===== config.mk =====
export PLATFORM = sky130hd
export DESIGN_NAME = phase_generator_flat
export DESIGN_NICKNAME = d
export VERILOG_FILES = /design/src/rtl/phase_pkg.sv /design/src/rtl/phase_generator_if.sv /design/src/rtl/phase_generator.sv /design/src/flat_wrapper.sv
export SDC_FILE = /design/constraint.sdc
export NUM_CORES = 1
export LEC_CHECK = 0
export ABC_CLOCK_PERIOD_IN_PS = 1700
export CAP_MARGIN = 20
export CORE_UTILIZATION = 45
export CTS_BUF_LIST = sky130_fd_sc_hd__clkbuf_8
export DETAILED_ROUTE_END_ITERATION = 16
export HOLD_SLACK_MARGIN = 0.05
export PLACE_DENSITY = 0.77
export SETUP_SLACK_MARGIN = 0.5
export SLEW_MARGIN = 0
export SYNTH_ARGS = -nofsm -noshare
export SYNTH_HDL_FRONTEND = slang
export SYNTH_SLANG_ARGS = --single-unit

===== constraint.sdc =====
create_clock -name clk -period 1.7 [get_ports clk]
set_input_delay 0.51 -clock clk [delete_from_list [all_inputs] [get_ports clk]]
set_output_delay 0.51 -clock clk [all_outputs]
set_load 0.05 [all_outputs]

===== src/rtl/phase_pkg.sv =====
// Shared phase definitions for the phase sequencer and the control unit.
// The one-hot codes below are the values seen on the fase bus.
package phase_pkg;

  localparam int NUM_PHASES = 5;

  localparam logic [NUM_PHASES-1:0] PH_IDLE = 5'b00000;
  localparam logic [NUM_PHASES-1:0] PH_P1   = 5'b00001;  // fetch
  localparam logic [NUM_PHASES-1:0] PH_P2   = 5'b00010;  // decode
  localparam logic [NUM_PHASES-1:0] PH_P3   = 5'b00100;  // execute
  localparam logic [NUM_PHASES-1:0] PH_P4   = 5'b01000;  // memory
  localparam logic [NUM_PHASES-1:0] PH_P5   = 5'b10000;  // writeback

  // The state encoding is the bus encoding, so fase is the state register.
  typedef enum logic [NUM_PHASES-1:0] {
    ST_IDLE = PH_IDLE,
    ST_P1   = PH_P1,
    ST_P2   = PH_P2,
    ST_P3   = PH_P3,
    ST_P4   = PH_P4,
    ST_P5   = PH_P5
  } phase_e;

endpackage


===== src/rtl/phase_generator_if.sv =====
// Run-control / control-unit side signals of the phase sequencer.
// The master is the sequencer (source of fase); the slave drives run control.
// Optional feature macro: PHASE_STEP_EN adds the single-step request line.
interface phase_generator_if
  import phase_pkg::*;
#(
  parameter int CNT_W = 16
);

  logic                  start;
  logic                  stall;
  logic                  skip_p4;
  logic                  halt;
`ifdef PHASE_STEP_EN
  logic                  step;
`endif
  logic [NUM_PHASES-1:0] fase;
  logic                  busy;
  logic                  done;
  logic [CNT_W-1:0]      instr_cnt;

`ifdef PHASE_STEP_EN
  modport master (
    input  start, stall, skip_p4, halt, step,
    output fase, busy, done, instr_cnt
  );
  modport slave (
    output start, stall, skip_p4, halt, step,
    input  fase, busy, done, instr_cnt
  );
`else
  modport master (
    input  start, stall, skip_p4, halt,
    output fase, busy, done, instr_cnt
  );
  modport slave (
    output start, stall, skip_p4, halt,
    input  fase, busy, done, instr_cnt
  );
`endif

endinterface


===== src/rtl/phase_generator.sv =====
// Multi-cycle phase sequencer: steps each instruction through P1..P5 with
// stall, memory-phase skip, halt-at-boundary and a retired-instruction count.
// Optional feature macro: PHASE_STEP_EN enables single-step mode (step input).
module phase_generator
  import phase_pkg::*;
#(
  parameter int CNT_W = 16
) (
  input  logic          clk,
  input  logic          rst,
  phase_generator_if.master pif
);

  phase_e           state_q;
  logic             halt_pend_q;
  logic             done_q;
  logic [CNT_W-1:0] cnt_q;
  logic             stop_req;

  // Conditions that end the run at the next instruction boundary.
`ifdef PHASE_STEP_EN
  assign stop_req = halt_pend_q | pif.halt | pif.step;
`else
  assign stop_req = halt_pend_q | pif.halt;
`endif

  // Phase FSM with sticky halt request, done pulse and retirement counter.
  // NOTE: every register here uses non-blocking assignments so all of them
  // see the same pre-edge values; later assignments in the block override
  // earlier defaults, which the halt latch clear relies on.
  always_ff @(posedge clk or posedge rst) begin
    if (rst) begin
      state_q     <= ST_IDLE;
      halt_pend_q <= 1'b0;
      done_q      <= 1'b0;
      cnt_q       <= '0;
    end else begin
      done_q <= 1'b0;

      // A halt seen in any active phase is remembered until IDLE is entered.
      if (state_q != ST_IDLE && pif.halt) begin
        halt_pend_q <= 1'b1;
      end

      case (state_q)
        ST_IDLE: begin
          // halt in IDLE blocks the start but is not remembered.
          if (pif.start && !pif.halt) begin
            state_q <= ST_P1;
          end
        end
        ST_P1: if (!pif.stall) state_q <= ST_P2;
        ST_P2: if (!pif.stall) state_q <= ST_P3;
        ST_P3: begin
          if (!pif.stall) begin
            state_q <= pif.skip_p4 ? ST_P5 : ST_P4;
          end
        end
        ST_P4: if (!pif.stall) state_q <= ST_P5;
        ST_P5: begin
          if (!pif.stall) begin
            cnt_q  <= cnt_q + 1'b1;
            done_q <= 1'b1;
            if (stop_req) begin
              state_q     <= ST_IDLE;
              halt_pend_q <= 1'b0;
            end else begin
              state_q <= ST_P1;
            end
          end
        end
        default: begin
          // Any non-one-hot encoding recovers to IDLE.
          state_q     <= ST_IDLE;
          halt_pend_q <= 1'b0;
        end
      endcase
    end
  end

  assign pif.fase      = state_q;
  assign pif.busy      = |state_q;
  assign pif.done      = done_q;
  assign pif.instr_cnt = cnt_q;

endmodule

===== src/flat_wrapper.sv =====
// flat-port wrapper written by rule: the top's interface ports become plain ports
module phase_generator_flat import phase_pkg::*;
#(
  parameter int CNT_W = 16
)
  (clk, rst, pif_start, pif_stall, pif_skip_p4, pif_halt, pif_fase, pif_busy, pif_done, pif_instr_cnt);
  phase_generator_if #(.CNT_W(CNT_W)) pif_i ();
  input  logic clk;
  input  logic rst;
  input wire logic [$bits(pif_i.start)-1:0] pif_start;
  input wire logic [$bits(pif_i.stall)-1:0] pif_stall;
  input wire logic [$bits(pif_i.skip_p4)-1:0] pif_skip_p4;
  input wire logic [$bits(pif_i.halt)-1:0] pif_halt;
  output wire logic [$bits(pif_i.fase)-1:0] pif_fase;
  output wire logic [$bits(pif_i.busy)-1:0] pif_busy;
  output wire logic [$bits(pif_i.done)-1:0] pif_done;
  output wire logic [$bits(pif_i.instr_cnt)-1:0] pif_instr_cnt;
  assign pif_i.start = pif_start;
  assign pif_i.stall = pif_stall;
  assign pif_i.skip_p4 = pif_skip_p4;
  assign pif_i.halt = pif_halt;
  assign pif_fase = pif_i.fase;
  assign pif_busy = pif_i.busy;
  assign pif_done = pif_i.done;
  assign pif_instr_cnt = pif_i.instr_cnt;
  phase_generator #(.CNT_W(CNT_W)) u_core (.clk(clk), .rst(rst), .pif(pif_i));
endmodule

==> results.sh, run 1 <==
export IMPL_ctsHoldBuffers=0
export IMPL_cts_made_buffers=3
export IMPL_netlist_cell_type_count=33
export IMPL_dpl_cell_area_um2=1874
export IMPL_syn_num_nets=126
export IMPL_avgSynthCellArea_um2=9.999
export IMPL_synth_seq_area_share=0.4837
export IMPL_worst_endpoint_kind="top-level output"
export IMPL_async_reset_ff_frac=1.000
export IMPL_numPortBuffers=28
export IMPL_worst_endpoint="pif_busy"
export IMPL_status="aborted with a tool error"
export IMPL_error="[ERROR DPL-0038] Utilization greater than 100%, impossible to legalize"
export IMPL_synthFlopType="dfrtp_1"
export IMPL_stop_stage="global routing (5_1_grt)"
export IMPL_synth_top_cells_by_count="dfrtp_1, nor2_1, xnor2_1"
export IMPL_synth_cells=119
export IMPL_netlist_area_leader_share=0.4837
export IMPL_synth_top_cell_by_area="dfrtp_1"
export IMPL_initial_utilization=0.4803
export IMPL_ys_seq_elements=23
export IMPL_rows=18
export IMPL_syn_area_um2=1190
export IMPL_cts_sinks=23
export IMPL_root_buffer="clkbuf_8"
export IMPL_gp_congestion=0.8224
export IMPL_place_inst=186
export IMPL_yosysWarningCount=0
export IMPL_grt_max_degree=24
export IMPL_clockBufferDepth=2
export IMPL_dp_final_hpwl_um=2097
export IMPL_cts_max_level=1
export IMPL_synth_area_leaders="dfrtp_1, xnor2_1, nand4_1"
export IMPL_synth_edff_count=0
export IMPL_dieWidth_um=53.42
export IMPL_io_pins=29
export IMPL_synth_most_common_cell="dfrtp_1"
export IMPL_die_h_um=53.42
-- timing repair --
item / CTS
pin swaps: 25
endpoints found under the setup margin: 46
buffers inserted: 25
gates resized for setup: 47
-- per-stage QoR --
step,setup TNS [ns],setup slack [ns]
3_3_place_gp,-7.056,-0.5170
4_1_cts,-0.3584,-0.1570
2_1_floorplan,-1.125,-0.2004
3_5_place_dp,-7.825,-0.5745
-- kinds of logic after synthesis --
group,count (synthesis),synth area share
simple gates,56,0.2587
flops,23,0.4837
xor+xnor,16,0.1178
buf+inv,11,0.04837
compound gates,8,0.04626
mux,3,0.02629
fa+ha+maj,2,0.01893
==> run 2: changes to the inputs <==
--- a/config.mk
+++ b/config.mk
@@ -5,14 +5,11 @@
 export SDC_FILE = /design/constraint.sdc
 export NUM_CORES = 1
 export LEC_CHECK = 0
-export ABC_CLOCK_PERIOD_IN_PS = 1700
+export ABC_CLOCK_PERIOD_IN_PS = 2200
 export CAP_MARGIN = 20
-export CORE_UTILIZATION = 45
-export CTS_BUF_LIST = sky130_fd_sc_hd__clkbuf_8
+export CORE_UTILIZATION = 30
 export DETAILED_ROUTE_END_ITERATION = 16
-export HOLD_SLACK_MARGIN = 0.05
-export PLACE_DENSITY = 0.77
-export SETUP_SLACK_MARGIN = 0.5
+export PLACE_DENSITY_LB_ADDON = 0.15
 export SLEW_MARGIN = 0
 export SYNTH_ARGS = -nofsm -noshare
 export SYNTH_HDL_FRONTEND = slang
==> constraint.sdc (replaced) <==
create_clock -name clk -period 2.2 [get_ports clk]
set_input_delay 0.66 -clock clk [delete_from_list [all_inputs] [get_ports clk]]
set_output_delay 0.66 -clock clk [all_outputs]
set_load 0.05 [all_outputs]
==> run 2 against run 1 <==
  * The run now ends clean
  * Synthesized cell count did not move
  * Synthesized area unchanged
==> results.sh, run 2 <==
export IMPL_fin_ws_ns=0.07718
export IMPL_status="finished clean"
export IMPL_crit_start="u_core.pif.instr_cnt[9]"
export IMPL_slew_viol_final=0
export IMPL_drv_cap=0
export IMPL_hp_class="flop to flop"
export IMPL_die_area_um2=4222
export IMPL_synthSimpleGateAreaFrac=0.2587
export IMPL_synth_top_cells_by_count="dfrtp_1, nor2_1, xnor2_1"
export IMPL_rows=22
export IMPL_fin_util=0.4285
export IMPL_ant_nets=0
export IMPL_leakagePower_nw=0.7294
export IMPL_dpl_cell_area_um2=1545
export IMPL_synth_xor_area_frac=0.1178
export IMPL_dp_slack_ns=-0.2578
export IMPL_busiest_layer="met2"
export IMPL_reg2reg_depth=4
export IMPL_grt_ovfl_total=0
export IMPL_rsz0062_at_grt="no"
export IMPL_area_delta_synth_final_pct=34.81
export IMPL_grt_util_met2=0.2266
export IMPL_fin_area_um2=1604
export IMPL_yosysWarningCount=0
export IMPL_synth_cells=119
export IMPL_num_fill_cells=411
export IMPL_grt_max_degree=24
export IMPL_post_route_drc_count=0
export IMPL_dp_final_hpwl_um=1986
export IMPL_netlist_cell_type_count=33
export IMPL_setup_violations=0
export IMPL_fin_crit_sh=0.9649
export IMPL_fin_skew_ns=0.006112
export IMPL_synth_top_family_by_area="simple AND/OR/NAND/NOR gates"
export IMPL_cts_sinks=23
export IMPL_r2r_start="u_core.pif.fase[0]"
export IMPL_hold_viol=0
export IMPL_synth_compound_area_share=0.04627
export IMPL_ir_drop_uv=899.5
export IMPL_drt_pass1_iterations=4
export IMPL_tritoncts="done"
export IMPL_slowest_delay_ns=0.82
export IMPL_rr_endpoint="u_core.pif.instr_cnt[12]"
export IMPL_dieWidth_um=64.98
export IMPL_cts_max_level=1
export IMPL_relSlewSlack=0.6706
export IMPL_synth_area_leaders="dfrtp_1, xnor2_1, nand4_1"
export IMPL_synth_edff_count=0
export IMPL_gr_usage_met1=0.1910
export IMPL_n_antenna_cell=0
export IMPL_ys_seq_elements=23
export IMPL_largest_reg_flops=16
export IMPL_synth_seq_area_share=0.4837
export IMPL_syn_num_nets=126
export IMPL_die_h_um=64.98
export IMPL_critPathSlowestCell="clkdlybuf4s50_1"
export IMPL_synthFlopType="dfrtp_1"
export IMPL_cp_max_fo=3
export IMPL_clockBufferDepth=2
export IMPL_route_final_wire_length_um=2579
export IMPL_avgSynthCellArea_um2=9.999
export IMPL_crit_buf_inv=1
export IMPL_drtIter0Drc=7
export IMPL_netlist_area_leader_share=0.4837
export IMPL_fmax_mhz=471.1
export IMPL_drive_above_1_share=0.2848
export IMPL_fin_nets=166
export IMPL_layout_commonest_cell="buf_4"
export IMPL_cts_made_buffers=3
export IMPL_power_density_nw_per_um2=1015
export IMPL_worst_ep_required_time_ns=1.54
export IMPL_insertion_delay_ns=0.26
export IMPL_ctsHoldBuffers=0
export IMPL_worstSetupPathDepth=1
export IMPL_worstPathCellList="clkdlybuf4s50_1"
export IMPL_crit_path_end="pif_instr_cnt[9]"
export IMPL_total_power_mw=1.628
export IMPL_antenna_found_initial=0
export IMPL_fp_coreArea_um2=3744
export IMPL_holdPathStages=1
export IMPL_finalCriticalPeriod_ns=2.123
export IMPL_grt_pass1_vias=975
export IMPL_syn_area_um2=1190
export IMPL_synthMuxAreaShare=0.02629
export IMPL_use_met3=0.01585
export IMPL_worstSetupPathType="flop to output pin"
export IMPL_r2r_setup_slack_ns=0.37
export IMPL_wl_per_cell_um=12.52
export IMPL_gp_congestion=0.8308
export IMPL_synth_top_cell_by_area="dfrtp_1"
export IMPL_critPathArrivalTime_ns=1.46
export IMPL_critPathTopFamily="buffers and inverters"
export IMPL_cp_start_kind="flop"
export IMPL_critPathCaptureType="output pin"
export IMPL_gr_usage_all_layers=0.1377
export IMPL_initial_utilization=0.3178
export IMPL_numPortBuffers=28
export IMPL_finalSetupTns_ns=0
export IMPL_io_pins=29
export IMPL_synthAdderAreaFrac=0.01893
export IMPL_root_buffer="clkbuf_8"
export IMPL_tightest_slew_ns=0.4926
export IMPL_synth_most_common_cell="dfrtp_1"
export IMPL_final_cell_mix="buf_4, dfrtp_1, nor2_1"
export IMPL_grt_pass1_wl_um=4505
export IMPL_vias=955
export IMPL_clk_pin_slew_worst_paths_ns=0.08
export IMPL_async_reset_ff_frac=1.000
export IMPL_post_drt_via_cell_ratio=4.636
-- run 2: cell type report --
cell class | count | area, µm² | area share
Multi-Input combinational cell | 85 | 579.3 | 0.3612
Sequential cell | 23 | 575.6 | 0.3588
Timing Repair Buffer | 41 | 325.3 | 0.2028
Tap cell | 48 | 60.06 | 0.03744
Clock buffer | 4 | 45.04 | 0.02808
Inverter | 5 | 18.77 | 0.01170
-- run 2: through the flow --
stage / cells / hold WS [ns]
6_report: 206 / 0.4734
3_5_place_dp: 202 / 0.4681
5_1_grt: 206 / 0.5145
3_3_place_gp: 202 / 0.4647
4_1_cts: 206 / 0.4828
2_1_floorplan: 119 / 0.5115
-- run 2: cell families (layout without fill, tap and decap cells) --
| group | after synthesis | count (layout) |
|---|---|---|
| simple gates | 56 | 56 |
| fa+ha+maj | 2 | 2 |
| mux | 3 | 3 |
| flops | 23 | 23 |
| compound gates | 8 | 8 |
| xor+xnor | 16 | 16 |
| buf+inv | 11 | 50 |
-- run 2: repair_timing --
action,4_1_cts,5_1_grt
resized for setup,0,2
setup endpoints to repair,0,4
setup buffers,0,0
-- run 2: power breakdown --
part	switching, mW	internal [mW]
Sequential	0.0691	0.483
Clock	0.124	0.129
Combinational	0.510	0.312
-- run 2: per-layer routing --
metal,vias up,part of all wire
met1,449,0.50
met5,-,0
li1,492,-
met4,0,0
met2,14,0.47
met3,0,0.027
-- run 2: worst min path at each step --
stage,start,endpoint,slack (ns)
floorplan,u_core.halt_pend_q,u_core.halt_pend_q,0.51
global placement,u_core.pif.instr_cnt[15],u_core.pif.instr_cnt[15],0.46
detailed placement,u_core.pif.instr_cnt[15],u_core.pif.instr_cnt[15],0.47
CTS,u_core.pif.instr_cnt[15],u_core.pif.instr_cnt[15],0.48
global route,u_core.pif.instr_cnt[15],u_core.pif.instr_cnt[15],0.51
finish,u_core.pif.instr_cnt[15],u_core.pif.instr_cnt[15],0.47
Note: power is estimated with default switching activity, not from simulation.
